### src/rtl/link_tx_if.sv
// Router output-link bundle: local show-ahead FIFO read side, link side, credit
// return and status. master = link_tx, slave = the surrounding router.
interface link_tx_if #(
    parameter int DATA_WIDTH = 64,
    parameter int CREDITS    = 8,
    parameter int CNT_WIDTH  = $clog2(CREDITS + 1)
);
    logic                  fifo_empty;
    logic [DATA_WIDTH-1:0] fifo_dout;
    logic                  fifo_pop;
    logic                  link_valid;
    logic [DATA_WIDTH-1:0] link_data;
    logic                  credit_in;
    logic [CNT_WIDTH-1:0]  credits;
    logic                  tx_active;
    logic                  framing_err;
    logic                  credit_err;

    modport master (
        input  fifo_empty, fifo_dout, credit_in,
        output fifo_pop, link_valid, link_data, credits, tx_active,
               framing_err, credit_err
    );

    modport slave (
        output fifo_empty, fifo_dout, credit_in,
        input  fifo_pop, link_valid, link_data, credits, tx_active,
               framing_err, credit_err
    );
endinterface

### src/rtl/link_tx.sv
// Transmit side of a router output link: drains the local flit FIFO under
// credit-based flow control and checks HEAD/BODY/TAIL packet framing.
module link_tx #(
    parameter int DATA_WIDTH = 64,
    parameter int CREDITS    = 8,
    parameter int CNT_WIDTH  = $clog2(CREDITS + 1)
) (
    input  logic      clk,
    input  logic      reset_n,
    link_tx_if.master bus
);
    typedef enum logic [0:0] {
        IDLE   = 1'b0,
        PACKET = 1'b1
    } state_e;

    localparam logic [1:0] T_BODY      = 2'b00;
    localparam logic [1:0] T_HEAD      = 2'b01;
    localparam logic [1:0] T_TAIL      = 2'b10;
    localparam logic [CNT_WIDTH-1:0] CNT_MAX  = CNT_WIDTH'(CREDITS);
    localparam logic [CNT_WIDTH-1:0] CNT_ONE  = CNT_WIDTH'(1);
    localparam logic [CNT_WIDTH-1:0] CNT_ZERO = CNT_WIDTH'(0);

    logic                  send_s;
    logic [1:0]            flit_type_s;
    state_e                state_q, state_d;
    logic [CNT_WIDTH-1:0]  credits_q, credits_d;
    logic                  link_valid_q, link_valid_d;
    logic [DATA_WIDTH-1:0] link_data_q, link_data_d;
    logic                  framing_err_q, framing_err_d;
    logic                  credit_err_q, credit_err_d;

    // A credit returned this cycle only becomes usable next cycle.
    assign send_s      = reset_n & ~bus.fifo_empty & (credits_q != CNT_ZERO);
    assign flit_type_s = bus.fifo_dout[DATA_WIDTH-1 -: 2];

    // Link register and credit counter next-state.
    always_comb begin
        link_valid_d = send_s;
        link_data_d  = link_data_q;
        credits_d    = credits_q;
        credit_err_d = credit_err_q;
        if (send_s) begin
            link_data_d = bus.fifo_dout;
        end else begin
            link_data_d = link_data_q;
        end
        case ({send_s, bus.credit_in})
            2'b10: credits_d = credits_q - CNT_ONE;
            2'b01: begin
                if (credits_q == CNT_MAX) begin
                    credit_err_d = 1'b1;
                end else begin
                    credits_d = credits_q + CNT_ONE;
                end
            end
            default: credits_d = credits_q;
        endcase
    end

    // Framing FSM: advances only on flits actually popped.
    always_comb begin
        state_d       = state_q;
        framing_err_d = framing_err_q;
        if (send_s) begin
            case (state_q)
                IDLE: begin
                    case (flit_type_s)
                        T_HEAD:  state_d = PACKET;
                        T_BODY,
                        T_TAIL:  framing_err_d = 1'b1;
                        default: state_d = IDLE;
                    endcase
                end
                PACKET: begin
                    case (flit_type_s)
                        T_BODY:  state_d = PACKET;
                        T_TAIL:  state_d = IDLE;
                        T_HEAD:  framing_err_d = 1'b1;
                        default: begin
                            framing_err_d = 1'b1;
                            state_d       = IDLE;
                        end
                    endcase
                end
                default: state_d = IDLE;
            endcase
        end else begin
            state_d = state_q;
        end
    end

    // State registers with synchronous active-low reset.
    always_ff @(posedge clk) begin
        if (!reset_n) begin
            state_q       <= IDLE;
            credits_q     <= CNT_MAX;
            link_valid_q  <= 1'b0;
            link_data_q   <= {DATA_WIDTH{1'b0}};
            framing_err_q <= 1'b0;
            credit_err_q  <= 1'b0;
        end else begin
            state_q       <= state_d;
            credits_q     <= credits_d;
            link_valid_q  <= link_valid_d;
            link_data_q   <= link_data_d;
            framing_err_q <= framing_err_d;
            credit_err_q  <= credit_err_d;
        end
    end

    assign bus.fifo_pop    = send_s;
    assign bus.link_valid  = link_valid_q;
    assign bus.link_data   = link_data_q;
    assign bus.credits     = credits_q;
    assign bus.tx_active   = (state_q == PACKET);
    assign bus.framing_err = framing_err_q;
    assign bus.credit_err  = credit_err_q;
endmodule
### src/flat_wrapper.sv
// flat-port wrapper written by rule: the top's interface ports become plain ports
module link_tx_flat 
#(
    parameter int DATA_WIDTH = 64,
    parameter int CREDITS    = 8,
    parameter int CNT_WIDTH  = $clog2(CREDITS + 1)
)
  (clk, reset_n, bus_fifo_empty, bus_fifo_dout, bus_credit_in, bus_fifo_pop, bus_link_valid, bus_link_data, bus_credits, bus_tx_active, bus_framing_err, bus_credit_err);
  link_tx_if #(.DATA_WIDTH(DATA_WIDTH), .CREDITS(CREDITS), .CNT_WIDTH(CNT_WIDTH)) bus_i ();
  input  logic clk;
  input  logic reset_n;
  input wire logic [$bits(bus_i.fifo_empty)-1:0] bus_fifo_empty;
  input wire logic [$bits(bus_i.fifo_dout)-1:0] bus_fifo_dout;
  input wire logic [$bits(bus_i.credit_in)-1:0] bus_credit_in;
  output wire logic [$bits(bus_i.fifo_pop)-1:0] bus_fifo_pop;
  output wire logic [$bits(bus_i.link_valid)-1:0] bus_link_valid;
  output wire logic [$bits(bus_i.link_data)-1:0] bus_link_data;
  output wire logic [$bits(bus_i.credits)-1:0] bus_credits;
  output wire logic [$bits(bus_i.tx_active)-1:0] bus_tx_active;
  output wire logic [$bits(bus_i.framing_err)-1:0] bus_framing_err;
  output wire logic [$bits(bus_i.credit_err)-1:0] bus_credit_err;
  assign bus_i.fifo_empty = bus_fifo_empty;
  assign bus_i.fifo_dout = bus_fifo_dout;
  assign bus_i.credit_in = bus_credit_in;
  assign bus_fifo_pop = bus_i.fifo_pop;
  assign bus_link_valid = bus_i.link_valid;
  assign bus_link_data = bus_i.link_data;
  assign bus_credits = bus_i.credits;
  assign bus_tx_active = bus_i.tx_active;
  assign bus_framing_err = bus_i.framing_err;
  assign bus_credit_err = bus_i.credit_err;
  link_tx #(.DATA_WIDTH(DATA_WIDTH), .CREDITS(CREDITS), .CNT_WIDTH(CNT_WIDTH)) u_core (.clk(clk), .reset_n(reset_n), .bus(bus_i));
endmodule
### config.mk
export PLATFORM = sky130hd
export DESIGN_NAME = link_tx_flat
export DESIGN_NICKNAME = d
export VERILOG_FILES = /design/src/rtl/link_tx_if.sv /design/src/rtl/link_tx.sv /design/src/flat_wrapper.sv
export SDC_FILE = /design/constraint.sdc
export NUM_CORES = 1
export LEC_CHECK = 0
export CORE_ASPECT_RATIO = 1.2
export CORE_UTILIZATION = 25
export DETAILED_ROUTE_END_ITERATION = 8
export GPL_ROUTABILITY_DRIVEN = 0
export GPL_TIMING_DRIVEN = 0
export PLACE_DENSITY_LB_ADDON = 0.08
export SLEW_MARGIN = 40
export SYNTH_ARGS = -nofsm -noshare
export SYNTH_HDL_FRONTEND = slang
export SYNTH_SLANG_ARGS = --single-unit
### constraint.sdc
create_clock -name clk -period 3.8 [get_ports clk]
set_clock_uncertainty 0.05 [all_clocks]
set_input_delay 1.14 -clock clk [delete_from_list [all_inputs] [get_ports clk]]
set_output_delay 1.14 -clock clk [all_outputs]
set_load 0.01 [all_outputs]
==> results.json <==
{
  "status": "complete, no violations",
  "ant_nets": 0,
  "clock_sinks": 72,
  "seqPwrFrac_pct": 39.0,
  "drt_iter0_markers": 50,
  "clock_latency_ns": 0.33,
  "cts_tree": "built",
  "synthArstFlopShare_pct": 0,
  "hold_viol_final": 0,
  "yosysTopAreaCell": "dfxtp_1",
  "syn_avg_cell_area_um2": 8.105,
  "path_class": "in2out",
  "rsz0062_at_grt": "no",
  "finish.utilization_pct": 43.27,
  "grt_pass1_wl_um": 12370,
  "vias_per_cell": 4.363,
  "clkTransAtPathRegs_ns": 0.05,
  "rows": 41,
  "cp_max_fo": 15,
  "tightest_slew_ns": 0.6141,
  "p_switching_w": 0.0006811,
  "ir_worst_vdd_mv": 0.1682,
  "seq_area_frac_synth_pct": 53.09,
  "antenna_found_initial": 0,
  "h-tree-depth": 3,
  "syn_to_final_growth_pct": 67.60,
  "fp.dieArea_mm2": 0.01128,
  "synth-edff-count": 0,
  "cts_buffers": 9,
  "crit_required_ns": 2.61,
  "p_per_area_mw_per_mm2": 533.7,
  "drcViolationCount": 0,
  "core_mm2": 0.01052,
  "post-cts-setup-buffer-count": 0,
  "nFillCells": 1056,
  "relSlewSlack_pct": 58.74,
  "finalMaxSlewViolations": 0,
  "wl_per_cell_um": 12.33,
  "cellLeakagePower_nw": 2.007,
  "setup_tns_ns": 0,
  "io_pins": 141,
  "final-setup-viol-count": 0,
  "grt_max_degree": 16,
  "rrSetupSlack_ns": 1.10,
  "p_int_w": 0.001748,
  "worstHoldPathType": "reg2reg",
  "crit_path_start_kind": "input port",
  "finalNetCount": 555,
  "ys_ff_latch": 72,
  "p_clk_share_pct": 34.0,
  "synthFlopType": "dfxtp_1",
  "comb_power_share_pct": 27.0,
  "fin_crit_ns": 3.571,
  "ys_types": 32,
  "arrival_ns": 2.38,
  "grt_pass1_vias": 2545,
  "die_w_um": 97.14,
  "grt_overflow": 0,
  "io_buffers": 139,
  "hpwl_um": 5557,
  "end_kind": "primary output",
  "groute.usage.overall_pct": 13.85,
  "yosys-top-cells-area": "dfxtp_1 53%, nand2_1 19%, nand3_1 12%",
  "fin_crit_sh_pct": 93.97,
  "netlist_instances": 335,
  "syn_area_mm2": 0.002715,
  "switching_share_pct": 28.04,
  "initial_core_util_pct": 25.82,
  "drive_gt1_share_pct": 6.967,
  "stdcell_area_mm2": 0.004551,
  "finalPower_w": 0.002429,
  "max_freq_mhz": 280.1,
  "synth_top_area_share_pct": 53.09,
  "drt_first_pass_iters": 4,
  "antenna_cells": 0,
  "routed_wl_um": 7610,
  "dieHeight_um": 116.2,
  "yosys_warnings": 0,
  "clock_path_buffers": 2,
  "route.vias.total": 2692,
  "cts-root-buf": "clkbuf_16",
  "syn-num-nets": 406,
  "place_area_mm2": 0.004268,
  "maxCapViolCount": 0
}
==> power groups by stage <==
stage,clock network [W],registers [W],logic (W)
2_1_floorplan,0,0.00101,0.000260
3_3_place_gp,0,0.000960,0.000666
3_5_place_dp,0,0.000964,0.000667
4_1_cts,0.000858,0.000948,0.000668
5_1_grt,0.000884,0.000962,0.000724
6_report,0.000826,0.000946,0.000656
==> path summary, 6_finish.rpt <==
path / to / depth (start not counted) / startpoint
max: bus_fifo_pop / 5 / bus_fifo_empty
min: u_core.bus.link_data[27]$_SDFFE_PN0P_ / 2 / u_core.bus.link_data[27]$_SDFFE_PN0P_
max reg2reg: u_core.bus.credits[3]$_SDFFE_PN1P_ / 11 / u_core.bus.credits[3]$_SDFFE_PN1P_
min reg2reg: u_core.bus.link_data[27]$_SDFFE_PN0P_ / 2 / u_core.bus.link_data[27]$_SDFFE_PN0P_
==> critical path, stage by stage <==
cell	delay (ns)
dlygate4sd2_1	0.29
or3_1	0.35
buf_4	0.18
inv_6	0.13
dlygate4sd2_1	0.29
==> routing by layer <==
| metal | up-vias | global-route usage [%] | wire, µm |
|---|---|---|---|
| li1 | 1393 | - | - |
| met2 | 94 | 22.11 | 3394 |
| met3 | 10 | 5.625 | 665 |
| met1 | 1195 | 15.77 | 3381 |
| met5 | - | 0 | 0 |
| met4 | 0 | 8.060 | 169 |
==> sequential cells by signal, summed over array words and instances, names as in the netlist <==
| signal | count |
|---|---|
| u_core.bus.framing_err | 1 |
| u_core.bus.credit_err | 1 |
| u_core.bus.link_valid | 1 |
| u_core.bus.link_data | 64 |
| u_core.bus.credits | 4 |
| u_core.bus.tx_active | 1 |
==> final cells by class <==
class | count | area (µm²) | area share [%]
plain buffers | 23 | 140.1 | 3.079
clock buffers | 11 | 242.7 | 5.334
clock inverters | 4 | 45.04 | 0.9898
inverters | 4 | 20.02 | 0.4399
multi-input cells | 235 | 1111 | 24.42
flip-flops and latches | 72 | 1441 | 31.67
well taps | 129 | 161.4 | 3.547
repair buffers | 139 | 1389 | 30.52
==> cells in the mapped netlist, types with 3 or more instances <==
| master | n |
|---|---|
| clkbuf_1 | 5 |
| buf_4 | 4 |
| nor3_1 | 3 |
| buf_2 | 8 |
| a21oi_1 | 5 |
| nand2_1 | 136 |
| buf_6 | 4 |
| nand3_1 | 64 |
| buf_1 | 3 |
| mux2i_1 | 5 |
| dfxtp_1 | 72 |
==> layout by cell type, fill, tap and decap left out, types with 2 or more instances in the layout <==
cell	netlist	routed
clkdlybuf4s50_1	0	137
nor3_1	3	3
dlygate4sd2_1	0	2
nand2_1	136	136
buf_2	8	7
dfxtp_1	72	72
nand3_1	64	64
buf_1	3	3
clkbuf_1	5	6
ha_1	2	2
clkinv_2	0	3
buf_6	4	4
o221ai_1	2	2
mux2i_1	5	5
buf_4	4	4
and2_1	2	2
inv_1	2	2
nor2_1	2	2
clkbuf_16	0	9
a21oi_1	5	5
==> what timing repair did <==
action | CTS | global route
endpoints found under the setup margin | 1 | 0
resized for setup | 3 | 0
hold buffers | 0 | 0
==> cell families after synthesis <==
logic type	synth area share (%)
adder cells (fa/ha/maj)	1.659
XOR/XNOR	0.6453
flip-flops	53.09
multiplexers	1.843
buffers and inverters	5.991
AND/OR/NAND/NOR	33.78
AO/OA/AOI/OAI	2.996
==> through the flow <==
step                setup WS (ns)  cells  hold slack (ns)
detailed placement        -0.5028    603           0.3952
CTS                        0.2060    617           0.4028
floorplan                  0.5212    335           0.4283
finish                     0.2293    617           0.3998
global route               0.1386    617           0.4143
global placement          -0.5022    603           0.3908
(Power assumes the default switching activity.)
